`src/rtl/ch3_wave_seq_pkg.sv`:
```
// ---------------------------------------------------------------------------
// ch3_wave_seq_pkg
// Shared APU definitions: frequency register width, wave position width,
// the NR32 volume-code enum and the volume shift helper.
// ---------------------------------------------------------------------------
package ch3_wave_seq_pkg;

  localparam int FREQ_W     = 11;
  localparam int WAVE_POS_W = 5;   // 32 nibbles in the wave RAM

  typedef enum logic [1:0] {
    VOL_MUTE = 2'd0,
    VOL_100  = 2'd1,
    VOL_50   = 2'd2,
    VOL_25   = 2'd3
  } vol_e;

  // NR32 volume: a right shift of the 4-bit sample, or mute.
  function automatic logic [3:0] apply_vol(input logic [3:0] sample, input vol_e vol);
    case (vol)
      VOL_100: apply_vol = sample;
      VOL_50:  apply_vol = sample >> 1;
      VOL_25:  apply_vol = sample >> 2;
      default: apply_vol = 4'd0;
    endcase
  endfunction

endpackage

```
`src/rtl/ch3_freq_counter.sv`:
```
// ---------------------------------------------------------------------------
// ch3_freq_counter
// Up-counting period counter shared by the tone/wave channels. Counts from a
// reload value up to all-ones; the enabled step at all-ones reloads and
// raises ovf for that cycle.
//   clk, rst_n  : clock, async active-low reset
//   load        : synchronous reload from reload_val (wins over en)
//   en          : count enable (one step per asserted clock)
//   reload_val  : frequency register value
//   ovf         : combinational overflow, high on the step that wraps
// ---------------------------------------------------------------------------
module ch3_freq_counter
  import ch3_wave_seq_pkg::*;
#(
  parameter int W = FREQ_W
) (
  input  logic         clk,
  input  logic         rst_n,
  input  logic         load,
  input  logic         en,
  input  logic [W-1:0] reload_val,
  output logic         ovf
);

  logic [W-1:0] cnt;

  // A load on the same edge suppresses the overflow so no advance is seen.
  assign ovf = en && !load && (cnt == '1);

  // NOTE: sequential state uses non-blocking assignments so every register
  // samples pre-edge values regardless of statement order.
  always_ff @(posedge clk or negedge rst_n) begin
    if (!rst_n) begin
      cnt <= '0;
    end else if (load) begin
      cnt <= reload_val;
    end else if (en) begin
      cnt <= (cnt == '1) ? reload_val : cnt + W'(1);
    end
  end

endmodule

```
`src/rtl/ch3_wave_seq.sv`:
```
// ---------------------------------------------------------------------------
// ch3_wave_seq
// Channel 3 playback sequencer (wave RAM reader side). Steps a 5-bit nibble
// position at the programmed rate, issues a fetch strobe per step, captures
// the returned nibble after FETCH_LAT clocks and applies NR32 volume.
//   amuk_4mhz      : APU clock
//   napu_reset     : async active-low reset
//   nr30_dac_en    : DAC enable; low stops the channel
//   nr32_vol       : volume code
//   nr3x_freq      : frequency register
//   ch3_trigger    : start/restart pulse
//   ch3_len_expire : stop pulse from the length counter
//   cpu_addr       : CPU wave RAM address, routed out while inactive
//   wave_play_d    : nibble returned by the wave RAM block
//   ch3_active     : channel running
//   wave_addr      : wave RAM byte address
//   efar_q         : nibble select (0 = high nibble, 1 = low nibble)
//   gase           : one-clock fetch strobe
//   buke           : fetch in progress
//   ch3_out        : volume-scaled sample
// ---------------------------------------------------------------------------
module ch3_wave_seq #(
  parameter int FETCH_LAT = 2,   // 1..3
  parameter int FREQ_W    = ch3_wave_seq_pkg::FREQ_W
) (
  input  logic              amuk_4mhz,
  input  logic              napu_reset,
  input  logic              nr30_dac_en,
  input  logic [1:0]        nr32_vol,
  input  logic [FREQ_W-1:0] nr3x_freq,
  input  logic              ch3_trigger,
  input  logic              ch3_len_expire,
  input  logic [3:0]        cpu_addr,
  input  logic [3:0]        wave_play_d,
  output logic              ch3_active,
  output logic [3:0]        wave_addr,
  output logic              efar_q,
  output logic              gase,
  output logic              buke,
  output logic [3:0]        ch3_out
);

  import ch3_wave_seq_pkg::*;

  localparam logic [1:0] FETCH_INIT = 2'(FETCH_LAT);

  logic                  tick;
  logic                  active;
  logic [WAVE_POS_W-1:0] pos;
  logic                  gase_q;
  logic [1:0]            fetch_cnt;    // clocks of fetch left, 0 = idle
  logic [3:0]            sample_buf;
  logic                  load;
  logic                  stop;
  logic                  cnt_en;
  logic                  ovf;

  assign load   = ch3_trigger && nr30_dac_en;
  assign stop   = !nr30_dac_en || ch3_len_expire;
  // The stopping edge does not count, so pos holds where the channel ended.
  assign cnt_en = active && tick && !stop;

  ch3_freq_counter #(.W(FREQ_W)) u_freq (
    .clk        (amuk_4mhz),
    .rst_n      (napu_reset),
    .load       (load),
    .en         (cnt_en),
    .reload_val (nr3x_freq),
    .ovf        (ovf)
  );

  // 2 MHz enable, free-running whether or not the channel plays.
  always_ff @(posedge amuk_4mhz or negedge napu_reset) begin
    if (!napu_reset) tick <= 1'b0;
    else             tick <= ~tick;
  end

  always_ff @(posedge amuk_4mhz or negedge napu_reset) begin
    if (!napu_reset) begin
      active     <= 1'b0;
      pos        <= '0;
      gase_q     <= 1'b0;
      fetch_cnt  <= '0;
      sample_buf <= '0;
    end else begin
      gase_q <= 1'b0;
      if (!nr30_dac_en) begin
        active    <= 1'b0;
        fetch_cnt <= '0;
      end else if (ch3_trigger) begin
        // Trigger beats both an overflow and a length expiry on this edge;
        // any in-flight fetch is dropped without capturing.
        active    <= 1'b1;
        pos       <= '0;
        fetch_cnt <= '0;
      end else if (ch3_len_expire) begin
        active    <= 1'b0;
        fetch_cnt <= '0;
      end else if (ovf) begin
        // Restarting the pipe supersedes an older fetch still in flight.
        pos       <= pos + WAVE_POS_W'(1);
        gase_q    <= 1'b1;
        fetch_cnt <= FETCH_INIT;
      end else if (fetch_cnt != 2'd0) begin
        fetch_cnt <= fetch_cnt - 2'd1;
        if (fetch_cnt == 2'd1) sample_buf <= wave_play_d;
      end
    end
  end

  assign ch3_active = active;
  assign efar_q     = pos[0];
  assign wave_addr  = active ? pos[WAVE_POS_W-1:1] : cpu_addr;
  assign gase       = gase_q;
  assign buke       = (fetch_cnt != 2'd0);
  assign ch3_out    = active ? apply_vol(sample_buf, vol_e'(nr32_vol)) : 4'd0;

endmodule

```
`config.mk`:
```
export PLATFORM = sky130hd
export DESIGN_NAME = ch3_wave_seq
export DESIGN_NICKNAME = d
export VERILOG_FILES = /design/src/rtl/ch3_wave_seq_pkg.sv /design/src/rtl/ch3_freq_counter.sv /design/src/rtl/ch3_wave_seq.sv
export SDC_FILE = /design/constraint.sdc
export NUM_CORES = 1
export LEC_CHECK = 0
export CAP_MARGIN = 20
export CORE_MARGIN = 2
export CORE_UTILIZATION = 25
export DETAILED_ROUTE_END_ITERATION = 16
export PLACE_DENSITY = 0.43
export SYNTH_ARGS = -nofsm -noshare
export SYNTH_HDL_FRONTEND = slang
export SYNTH_SLANG_ARGS = --single-unit
```
`constraint.sdc`:
```
create_clock -name amuk_4mhz -period 5.21 [get_ports amuk_4mhz]
set_input_delay 0.7815 -clock amuk_4mhz [delete_from_list [all_inputs] [get_ports amuk_4mhz]]
set_output_delay 0.7815 -clock amuk_4mhz [all_outputs]
set_load 0.02 [all_outputs]
```
==> results of run 1 <==
==> kinds of logic (layout without fill, tap and decap cells) <==
logic type | count (synthesis) | in the layout | share of synthesized area
simple gates | 66 | 66 | 0.2714
buf+inv | 11 | 47 | 0.03362
compound gates | 39 | 39 | 0.1738
xor+xnor | 2 | 2 | 0.01121
fa+ha+maj | 4 | 4 | 0.03203
flops | 25 | 25 | 0.4003
mux | 11 | 11 | 0.07766
==> per-stage QoR <==
stage | setup WS [ns] | instance area [um2] | util | power, mW
global route | 1.833 | 2046 | 0.3415 | 0.5089
detailed placement | 1.887 | 2001 | 0.3340 | 0.3650
CTS | 1.881 | 2046 | 0.3415 | 0.4861
finish | 1.887 | 2046 | 0.3415 | 0.4771
floorplan | 3.021 | 1563 | - | 0.3184
global placement | 1.981 | 2001 | 0.3340 | 0.3623
==> state kept, by name (all words and copies together) (netlist names) <==
signal      cells
gase            1
ch3_active      1
u_freq.cnt     11
fetch_cnt       2
tick            1
sample_buf      4
pos             5
==> per-layer routing <==
layer	part of all wire	vias to the layer above
met5	0	-
met4	0.012	0
met3	0.039	4
met2	0.47	34
met1	0.48	672
li1	-	669
==> layout make-up <==
class                           count  area (um2)
Fill cell                         611        3945
Sequential cell                    25       625.6
Inverter                            5       18.77
Tap cell                           75       93.84
Clock buffer                        4       45.04
Timing Repair Buffer               38       377.9
Multi-Input combinational cell    122       884.6
==> worst max-delay path by stage <==
| stage | startpoint | endpoint | depth (start not counted) |
|---|---|---|---|
| final | nr32_vol[1] | ch3_out[1] | 6 |
| after global routing | nr32_vol[1] | ch3_out[1] | 6 |
| after CTS | nr32_vol[1] | ch3_out[1] | 6 |
| after detailed placement | nr32_vol[1] | ch3_out[1] | 6 |
| after global placement | nr32_vol[1] | ch3_out[1] | 6 |
| after floorplan | nr32_vol[1] | ch3_out[1] | 4 |
==> power by group <==
group	total, mW	switching, mW	leakage (nW)	internal [mW]
clock network	0.116	0.0616	0.0228	0.0547
logic	0.112	0.0551	0.468	0.0571
registers	0.249	0.0349	0.316	0.214
==> worst max-delay path, delay by kind of cell <==
kind / cells / cell delay (ns)
AOI/OAI and AO/OA: 1 / 0.09
buffers and inverters: 2 / 1.08
muxes: 1 / 0.35
and+or+nand+nor: 2 / 0.24
==> cell usage after synthesis, types with 2 or more instances <==
cell type,instances,share of area
mux2i_1,2,0.013
or3_1,2,0.0080
nor2_1,12,0.029
nand4b_1,2,0.011
nand4_4,2,0.027
a21oi_1,14,0.045
nand2_1,14,0.034
nor3_1,3,0.0096
a2bb2oi_1,3,0.017
nand4_1,4,0.016
and2_1,3,0.012
mux2_2,9,0.065
nand3_1,8,0.026
dfrtp_1,25,0.40
a22oi_1,3,0.014
ha_1,4,0.032
o21ai_0,7,0.022
buf_2,3,0.0096
and4_1,2,0.011
buf_4,2,0.0096
inv_1,5,0.012
nor2b_1,5,0.020
==> impl_metrics.ini, run 1 <==
[status]
status = complete, no violations

[sta]
fmax_mhz = 300.9
grt_setup_unrepaired = no
tightest_slew_ns = 0.8816
finClkSkew_ns = 0.003921
max_slew_margin = 0.4073
drv_slew = 0
tns_ns = 0
hold_ws_ns = 0.4387
period_share = 0.6379
min_period_ns = 3.323
finalSetupViolCount = 0
hold_viol = 0

[placement]
dp.cells = 265
gp_congestion = 0.7504
io_buffer_count = 37
dp_hpwl_um = 3001

[yosys]
synth_edf_count = 0
synthArstFlopShare = 1.000
synth_cell_types = 46
ys.flop_type = dfrtp_1
synth_seq_cells = 25
synthesis.area_um2 = 1563
ys_seq_area_frac = 0.4003
yosys_warnings = 0
syn_inst = 158
synthesis.nets = 188
syn_area_per_cell_um2 = 9.891

[grt]
overflow = 0
use_met1 = 0.1516
grt_busiest_layer = met2
grt_pass1_vias = 1494
grt_usage = 0.1216
antenna_found_initial = 0
use_met2 = 0.2126
gr-usage-met3 = 0.02286
grt_start_max_net_pins = 26
grt_pass1_wl_um = 6989

[clock_network]
cts_resized = 0
cts_buffers = 3
htreeDepth = 1
cts_tree = done
clock-root-buffer = clkbuf_8
clock-sinks = 25
postCtsSetupBuffers = 0
clkLatencyLatePin_ns = 0.27
cts_hold_buf = 0
cts_max_path_buffers = 2
clk_pin_slew_ns = 0.09

[worst_setup_path]
critPathMaxStageDelay_ns = 0.55
start_kind = primary input
cp_common_cell = clkdlybuf4s50_1
arrival_ns = 2.54
r2r_start = u_freq.cnt[0]$_DFFE_PN0P_
rrSetupSlack_ns = 3.02
worst_r2r_endpoint = u_freq.cnt[9]$_DFFE_PN0P_
slowest_stage = clkdlybuf4s50_1
reg2reg_depth = 5
setup.worst_path.class = primary input to output port
crit_chain = clkdlybuf4s50_1 > mux2_2 > nand2_1 > o21ai_0 > and2_1 > clkdlybuf4s50_1
required_ns = 4.43
end_kind = output port
path_max_fanout = 5

[power_and_ir_drop]
p_leak_nw = 0.8065
power_density_nw_per_um2 = 233.2
peakVddDrop_uv = 103.0

[worst_hold_path]
hold_path_end = tick$_DFF_PN0_
hold_path_depth = 1
min_path_type = register to register
worstHoldStart = tick$_DFF_PN0_

[finish]
diodes = 0
layout_common_cells = 37 x clkdlybuf4s50_1, 25 x dfrtp_1, 14 x nand2_1, 14 x a21oi_1, 12 x nor2_1
fin_nets = 225
area_growth_pct = 30.90
final_common_cell = clkdlybuf4s50_1
final_cells = 269
drive_above_1_share = 0.1134

[drt]
routed_wl_um = 3964
via_per_inst = 5.126
vias = 1379
wl_per_cell_um = 14.74
drt_iter0_markers = 91
drc = 0
dr.pass1.iters = 4
ant_nets = 0

[floorplanning]
initial_core_util = 0.2609
fp-row-count = 28
core_area_um2 = 5991
die_x_um = 83.07
fp.dieH_um = 83.07
ioPinCount = 38
dieArea_um2 = 6900

[run]
max-cap-violations = 0
No activity file was read; power rests on OpenSTA's default activity.
==> run 2, diff against run 1 <==
Clock period 5.21 ns to 3.4 ns, I/O delays scaled along.
==> impl_metrics.ini, run 2 (synthesis gave the netlist of run 1 again) <==
[worst_setup_path]
cp_common_cell = clkdlybuf4s50_1
crit_chain = clkdlybuf4s50_1 > mux2_2 > nand2_1 > o21ai_0 > and2_1 > clkdlybuf4s50_1
end_kind = output port
arrival_ns = 2.22
cp.buffers_inverters = 2
critPathMaxStageDelay_ns = 0.54
required_ns = 2.89
setup.worst_path.class = primary input to output port
start_kind = primary input
path_max_fanout = 5
crit_family = buffers and inverters
slowest_stage = clkdlybuf4s50_1

[power_and_ir_drop]
power.switching_uw = 235.7
pwr-share-seq = 0.518
switching_share = 0.3202
p_leak_nw = 0.8168
power_density_nw_per_um2 = 357.3
power_uw = 736.2
peakVddDrop_uv = 138.5
p_int_uw = 500.5
combPwrFrac = 0.234
power_frac_clock = 0.248

[finish]
regMostFlops = u_freq.cnt
final_cells = 271
diodes = 0
layout_common_cells = 37 x clkdlybuf4s50_1, 25 x dfrtp_1, 14 x nand2_1, 14 x a21oi_1, 12 x nor2_1
fin_area_um2 = 2061
area_growth_pct = 31.87
largest_reg_flops = 11
fin_nets = 227
top_regs = u_freq.cnt (11), pos (5), sample_buf (4)
n_fill_cell = 618
final_common_cell = clkdlybuf4s50_1
drive_above_1_share = 0.1224

[clock_network]
clock-root-buffer = clkbuf_8
htreeDepth = 1
cts_buffers = 3
clkLatencyLatePin_ns = 0.27
clk_pin_slew_ns = 0.09
clock-sinks = 25
cts_hold_buf = 0
cts_tree = done
postCtsSetupBuffers = 0
cts_max_path_buffers = 2
cts_resized = 0

[sta]
finalSetupViolCount = 0
fmax_mhz = 366.2
min_period_ns = 2.731
grt_setup_unrepaired = no
max_slew_margin = 0.5990
hold_ws_ns = 0.4469
hold_viol = 0
tns_ns = 0
tightest_slew_ns = 0.5993
period_share = 0.8033
drv_slew = 0
finClkSkew_ns = 0.01081

[drt]
vias = 1339
wl_per_cell_um = 14.71
ant_nets = 0
drt_iter0_markers = 48
drc = 0
dr.pass1.iters = 4
routed_wl_um = 3986
via_per_inst = 4.941

[floorplanning]
fp.dieH_um = 83.07
ioPinCount = 38
initial_core_util = 0.2609
fp-row-count = 28
core_area_um2 = 5991
die_x_um = 83.07
dieArea_um2 = 6900

[grt]
grt_usage = 0.1194
grt_start_max_net_pins = 26
grt_pass1_vias = 1462
overflow = 0
antenna_found_initial = 0
grt_pass1_wl_um = 6893

[placement]
gp_congestion = 0.7490
placed_area_um2 = 2016
dp_hpwl_um = 3002
io_buffer_count = 37
dp.cells = 267

[worst_hold_path]
min_path_type = register to register

[status]
status = complete, no violations

[run]
max-cap-violations = 0
==> run 2: cell count changes in the layout (fill, tap and decap cells not counted) <==
cell   change
buf_4      +2
==> run 2: worst paths after layout <==
kind | cells after the start | slack, ns | to | startpoint
max | 6 | 0.67 | ch3_out[1] | nr32_vol[1]
min | 1 | 0.45 | tick$_DFF_PN0_ | tick$_DFF_PN0_
max reg2reg | 5 | 1.44 | pos[4]$_DFFE_PN0P_ | u_freq.cnt[0]$_DFFE_PN0P_
min reg2reg | 1 | 0.45 | tick$_DFF_PN0_ | tick$_DFF_PN0_
max in group asynchronous | 2 | 2.52 | fetch_cnt[0]$_DFFE_PN0P_ | napu_reset
min in group asynchronous | 2 | 0.61 | pos[2]$_DFFE_PN0P_ | napu_reset
==> run 2: worst register-to-register path: stages, from the launching register on <==
cell and delay, ns:
dfrtp_1 0.43, ha_1 0.30, and4_1 0.45, nand4_4 0.19
or3_1 0.38, a21oi_1 0.14
==> run 2: final cells by class <==
class                           instances  area (um2)  area share
Multi-Input combinational cell        122       884.6      0.4293
Sequential cell                        25       625.6      0.3036
Timing Repair Buffer                   40       392.9      0.1906
Tap cell                               75       93.84     0.04554
Clock buffer                            4       45.04     0.02186
Inverter                                5       18.77    0.009107
==> run 2: layer usage <==
layer | wire (um) | vias up | global-route usage | share of wire
met1 | 1858 | 644 | 0.1515 | 0.47
li1 | - | 667 | - | -
met3 | 145 | 2 | 0.01988 | 0.036
met5 | 0 | - | 0 | 0
met4 | 25 | 0 | 0.03130 | 0.0063
met2 | 1957 | 26 | 0.2097 | 0.49
==> run 2: per-stage QoR <==
step | setup slack, ns | util
floorplan | 1.664 | -
global placement | 0.7109 | 0.3365
detailed placement | 0.6606 | 0.3365
CTS | 0.6622 | 0.3440
global route | 0.5969 | 0.3440
finish | 0.6689 | 0.3440
==> run 2: power by group through the flow <==
stage | Clock (mW) | Combinational (mW) | Sequential [mW]
after global routing | 0.201 | 0.192 | 0.390
after floorplan | 0 | 0.122 | 0.366
after global placement | 0 | 0.171 | 0.386
after CTS | 0.191 | 0.175 | 0.380
after detailed placement | 0 | 0.175 | 0.385
final | 0.183 | 0.172 | 0.381
==> edit 1: new RTL, settings of run 2 <==
The package constant `FREQ_W` goes from 11 to 13.
--- a/src/rtl/ch3_wave_seq_pkg.sv
+++ b/src/rtl/ch3_wave_seq_pkg.sv
@@ -6,5 +6,5 @@
 package ch3_wave_seq_pkg;
 
-  localparam int FREQ_W     = 11;
+  localparam int FREQ_W     = 13;
   localparam int WAVE_POS_W = 5;   // 32 nibbles in the wave RAM
 
Ports: changed (resized nr3x_freq); port bits go from 38 to 40. No check against the original RTL was run, so the function may have changed too.
==> edit 1 against run 2 <==
Sequential cell count rose by 2; power is 7.6% higher; critical path depth stayed put; global-route usage is 0.057 points higher; synthesized cell count up 12%; setup slack improved by 0.029 ns; clock power is 4% higher; sequential share of layout area rose by 0.48 points; final area is 6.3% higher; wire length grew 6.5%; synthesized area is 9.5% higher.
==> edit 1: results (changes against run 2) <==
outcome = finished, final reports clean
# port buffers = 39 (+5.4%)
DP HPWL = 3040 µm (+1.3%)
worst slack, placed = 0.6969 ns (+0.03631 ns)
proportion of layout cells with a drive suffix above 1 = 9.524% (-2.7 points)
Leak = 0.8995 nW (+10%)
routed vias = 1472 (+9.9%)
number of global-route vias before repair = 1446 (-1.1%)
first-pass GRT wire length = 7148 µm (+3.7%)
drt pass-1 iters = 5 (+1)
Worst EP arrival = 2.19 ns (-0.03 ns)
Synth Area per Inst = 9.670 µm² (-2.2%)
register area share after synthesis = 39.47% (-0.56 points)
DP Area = 2146 µm² (+6.5%)
DR iter-0 viols = 77 (+60%)
top flop regs = u_freq.cnt: 13 flops, pos: 5 flops, sample_buf: 4 flops
largest net degree at the start of global routing = 28 (+7.7%)
measured slew at the worst slew-check pin = 0.9700 ns (+0.3707 ns)
Clock Skew = 0.005846 ns (-0.004968 ns)
Placer Congestion = 0.7755 (+3.5%)
Synth top cells by count = dfrtp_1 (27), a21oi_1 (13), inv_1 (11)
Global Route Usage Sum = 12.00% (+0.057 points)
nets@finish = 243 (+7.0%)
Post-Route WL = 4247 µm (+6.5%)
drt wl/cell = 14.64 µm (-0.43%)
syn nets = 209 (+11%)
[edit 1: worst paths after layout]
path                               start       endpoint  slack [ns]  cells past startpoint
max                          nr32_vol[1]     ch3_out[1]        0.70                      6
min                                 tick           tick        0.42                      1
max reg2reg                u_freq.cnt[0]  sample_buf[2]        1.16                      5
min reg2reg                         tick           tick        0.42                      1
max in group asynchronous     napu_reset  sample_buf[1]        2.51                      2
min in group asynchronous     napu_reset  u_freq.cnt[0]        0.61                      2
[edit 1: cells by family (layout without fill, tap and decap cells)]
| family | Yosys count | in the layout | share of synthesized area (%) |
|---|---|---|---|
| and+or+nand+nor | 57 | 57 | 19.08 |
| xor gates and xnor gates | 1 | 1 | 0.5118 |
| AOI/OAI and AO/OA | 49 | 49 | 21.57 |
| muxes | 15 | 15 | 9.430 |
| buffers and inverters | 24 | 57 | 7.017 |
| DFF | 27 | 27 | 39.47 |
| adders and majority gates | 4 | 4 | 2.924 |
[edit 1: area by class of cell]
class | count | area [µm²]
multi-input cells | 126 | 915.9
fillers | 702 | 4528
clock buffers | 4 | 45.04
flip-flops and latches | 27 | 675.6
inverters | 11 | 41.29
repair buffers | 42 | 412.9
well taps | 80 | 100.1
[edit 1: critical path, cell delays in order]
cell and delay, ns:
clkdlybuf4s50_1 0.54, mux2_2 0.35, nand2_1 0.06, o21ai_0 0.06
and2_1 0.15, clkdlybuf4s50_1 0.53
[edit 1: routing by layer]
layer	track usage [%]	wire, µm	vias up
li1	-	-	723
met1	17.56	2125	699
met2	18.46	1900	46
met3	1.714	187	4
met4	3.267	34	0
met5	0	0	-
[edit 1: power by group]
part	switching (mW)	leakage (nW)	internal [mW]	total [mW]
Combinational	0.0916	0.543	0.0996	0.191
Sequential	0.0512	0.334	0.359	0.411
Clock	0.106	0.0228	0.0841	0.190
==> edit 2: new RTL, settings of run 2 <==
Made on the original files. Register the outputs `wave_addr`, `efar_q`, `buke` and `ch3_out`, cleared by the reset; this adds one clock of latency there. The other outputs are not delayed to match.
--- a/src/rtl/ch3_wave_seq.sv
+++ b/src/rtl/ch3_wave_seq.sv
@@ -110,9 +110,18 @@
 
   assign ch3_active = active;
-  assign efar_q     = pos[0];
-  assign wave_addr  = active ? pos[WAVE_POS_W-1:1] : cpu_addr;
   assign gase       = gase_q;
-  assign buke       = (fetch_cnt != 2'd0);
-  assign ch3_out    = active ? apply_vol(sample_buf, vol_e'(nr32_vol)) : 4'd0;
+  always_ff @(posedge amuk_4mhz or negedge napu_reset) begin
+    if (!napu_reset) begin
+      wave_addr <= '0;
+      efar_q    <= '0;
+      buke      <= '0;
+      ch3_out   <= '0;
+    end else begin
+      wave_addr <= active ? pos[WAVE_POS_W-1:1] : cpu_addr;
+      efar_q    <= pos[0];
+      buke      <= (fetch_cnt != 2'd0);
+      ch3_out   <= active ? apply_vol(sample_buf, vol_e'(nr32_vol)) : 4'd0;
+    end
+  end
 
 endmodule
Function: changed (a bounded check fails within 4 cycles, from zero or initial values and one cycle with napu_reset low).
==> edit 2 against run 2 <==
Die area rose by 14%; setup slack gained 0.28 ns; wire length is 10% higher; worst hold slack improved by 0.019 ns; count of clock-buffer cells in the layout up 3; sequential cell count rose by 10; register-to-register slack got worse by 0.40 ns; utilization grew 0.34 points; synthesized area is 14% higher; global-route usage increased by 0.64 points; clock power rose by 85%; power rose by 41%; final area increased by 16%; clock skew down 0.0040 ns; largest cell class is now flip-flops and latches.
==> edit 2: results (changes against run 2) <==
Critical Path Max Stage Delay = 0.64 ns (+0.10 ns)
proportion of layout cells with a drive suffix above 1 = 11.82% (-0.43 points)
Global Route Usage Sum = 12.58% (+0.64 points)
worst slack, placed = 0.6486 ns (-0.01198 ns)
post-synthesis cell type count = 43 (-6.5%)
routing usage on met3 = 3.172% (+1.2 points)
Max FO, Critical Path = 10 (+5)
H-tree levels = 2 (+1)
CTS buffer count = 5 (+2)
routed vias = 1530 (+14%)
nets@finish = 249 (+9.7%)
Synth top cells by count = dfrtp_1 (35), a21oi_1 (13), nand2_1 (12), nor3_1 (12), mux2_2 (9)
Leak = 0.9832 nW (+20%)
fin cells = 316 (+17%)
WL met1 = 2286 µm (+23%)
# fillers = 723 (+17%)
measured slew at the worst slew-check pin = 0.6382 ns (+0.03894 ns)
met1 Use GR = 18.00% (+2.8 points)
Compound-Gate Fraction of Synth Area = 16.15% (-1.2 points)
first-pass GRT wire length = 7659 µm (+11%)
met3 WL post-DR = 186 µm (+28%)
NetSw = 0.3100 mW (+32%)
WHS = 0.4661 ns (+0.01918 ns)
routed wl met2 = 1866 µm (-4.6%)
largest net degree at the start of global routing = 36 (+38%)
Clock Skew = 0.006860 ns (-0.003955 ns)
number of global-route vias before repair = 1573 (+7.6%)
ranking of synthesized cells by area = dfrtp_1 (49%), mux2_2 (5.7%), a21oi_1 (3.6%)
fraction of synthesized area in multiplexers = 7.902% (+0.14 points)
crit-path leading delay family = simple AND/OR/NAND/NOR gates
Placer Congestion = 0.7963 (+6.3%)
register area share after synthesis = 48.95% (+8.9 points)
outcome = finished, final reports clean
Reg2Reg Setup Slack = 1.04 ns (-0.40 ns)
DR iter-0 viols = 66 (+38%)
Synth Area per Inst = 10.05 µm² (+1.6%)
## edit 2: cell type report
cell class,count,area [µm²],area share [%]
inverters,8,30.03,1.259
clock inverters,1,7.507,0.3146
clock buffers,7,96.34,4.038
multi-input cells,127,848.3,35.55
well taps,96,120.1,5.034
flip-flops and latches,35,875.8,36.71
repair buffers,42,407.9,17.09
## edit 2: cell families (layout without fill, tap and decap cells)
family | count (synthesis) | count (layout)
xor+xnor | 1 | 1
fa+ha+maj | 4 | 4
simple gates | 65 | 65
buf+inv | 16 | 58
compound gates | 44 | 44
mux | 13 | 13
flops | 35 | 35
## edit 2: worst max-delay path by stage
stage	from	endpoint	slack, ns	cells past startpoint
after floorplan	u_freq.cnt[0]	pos[4]	1.31	6
after global placement	nr30_dac_en	pos[4]	0.73	5
after detailed placement	nr30_dac_en	pos[4]	0.65	5
after CTS	nr30_dac_en	pos[4]	0.95	5
after global routing	nr30_dac_en	pos[4]	0.79	5
final	nr30_dac_en	pos[4]	0.95	5
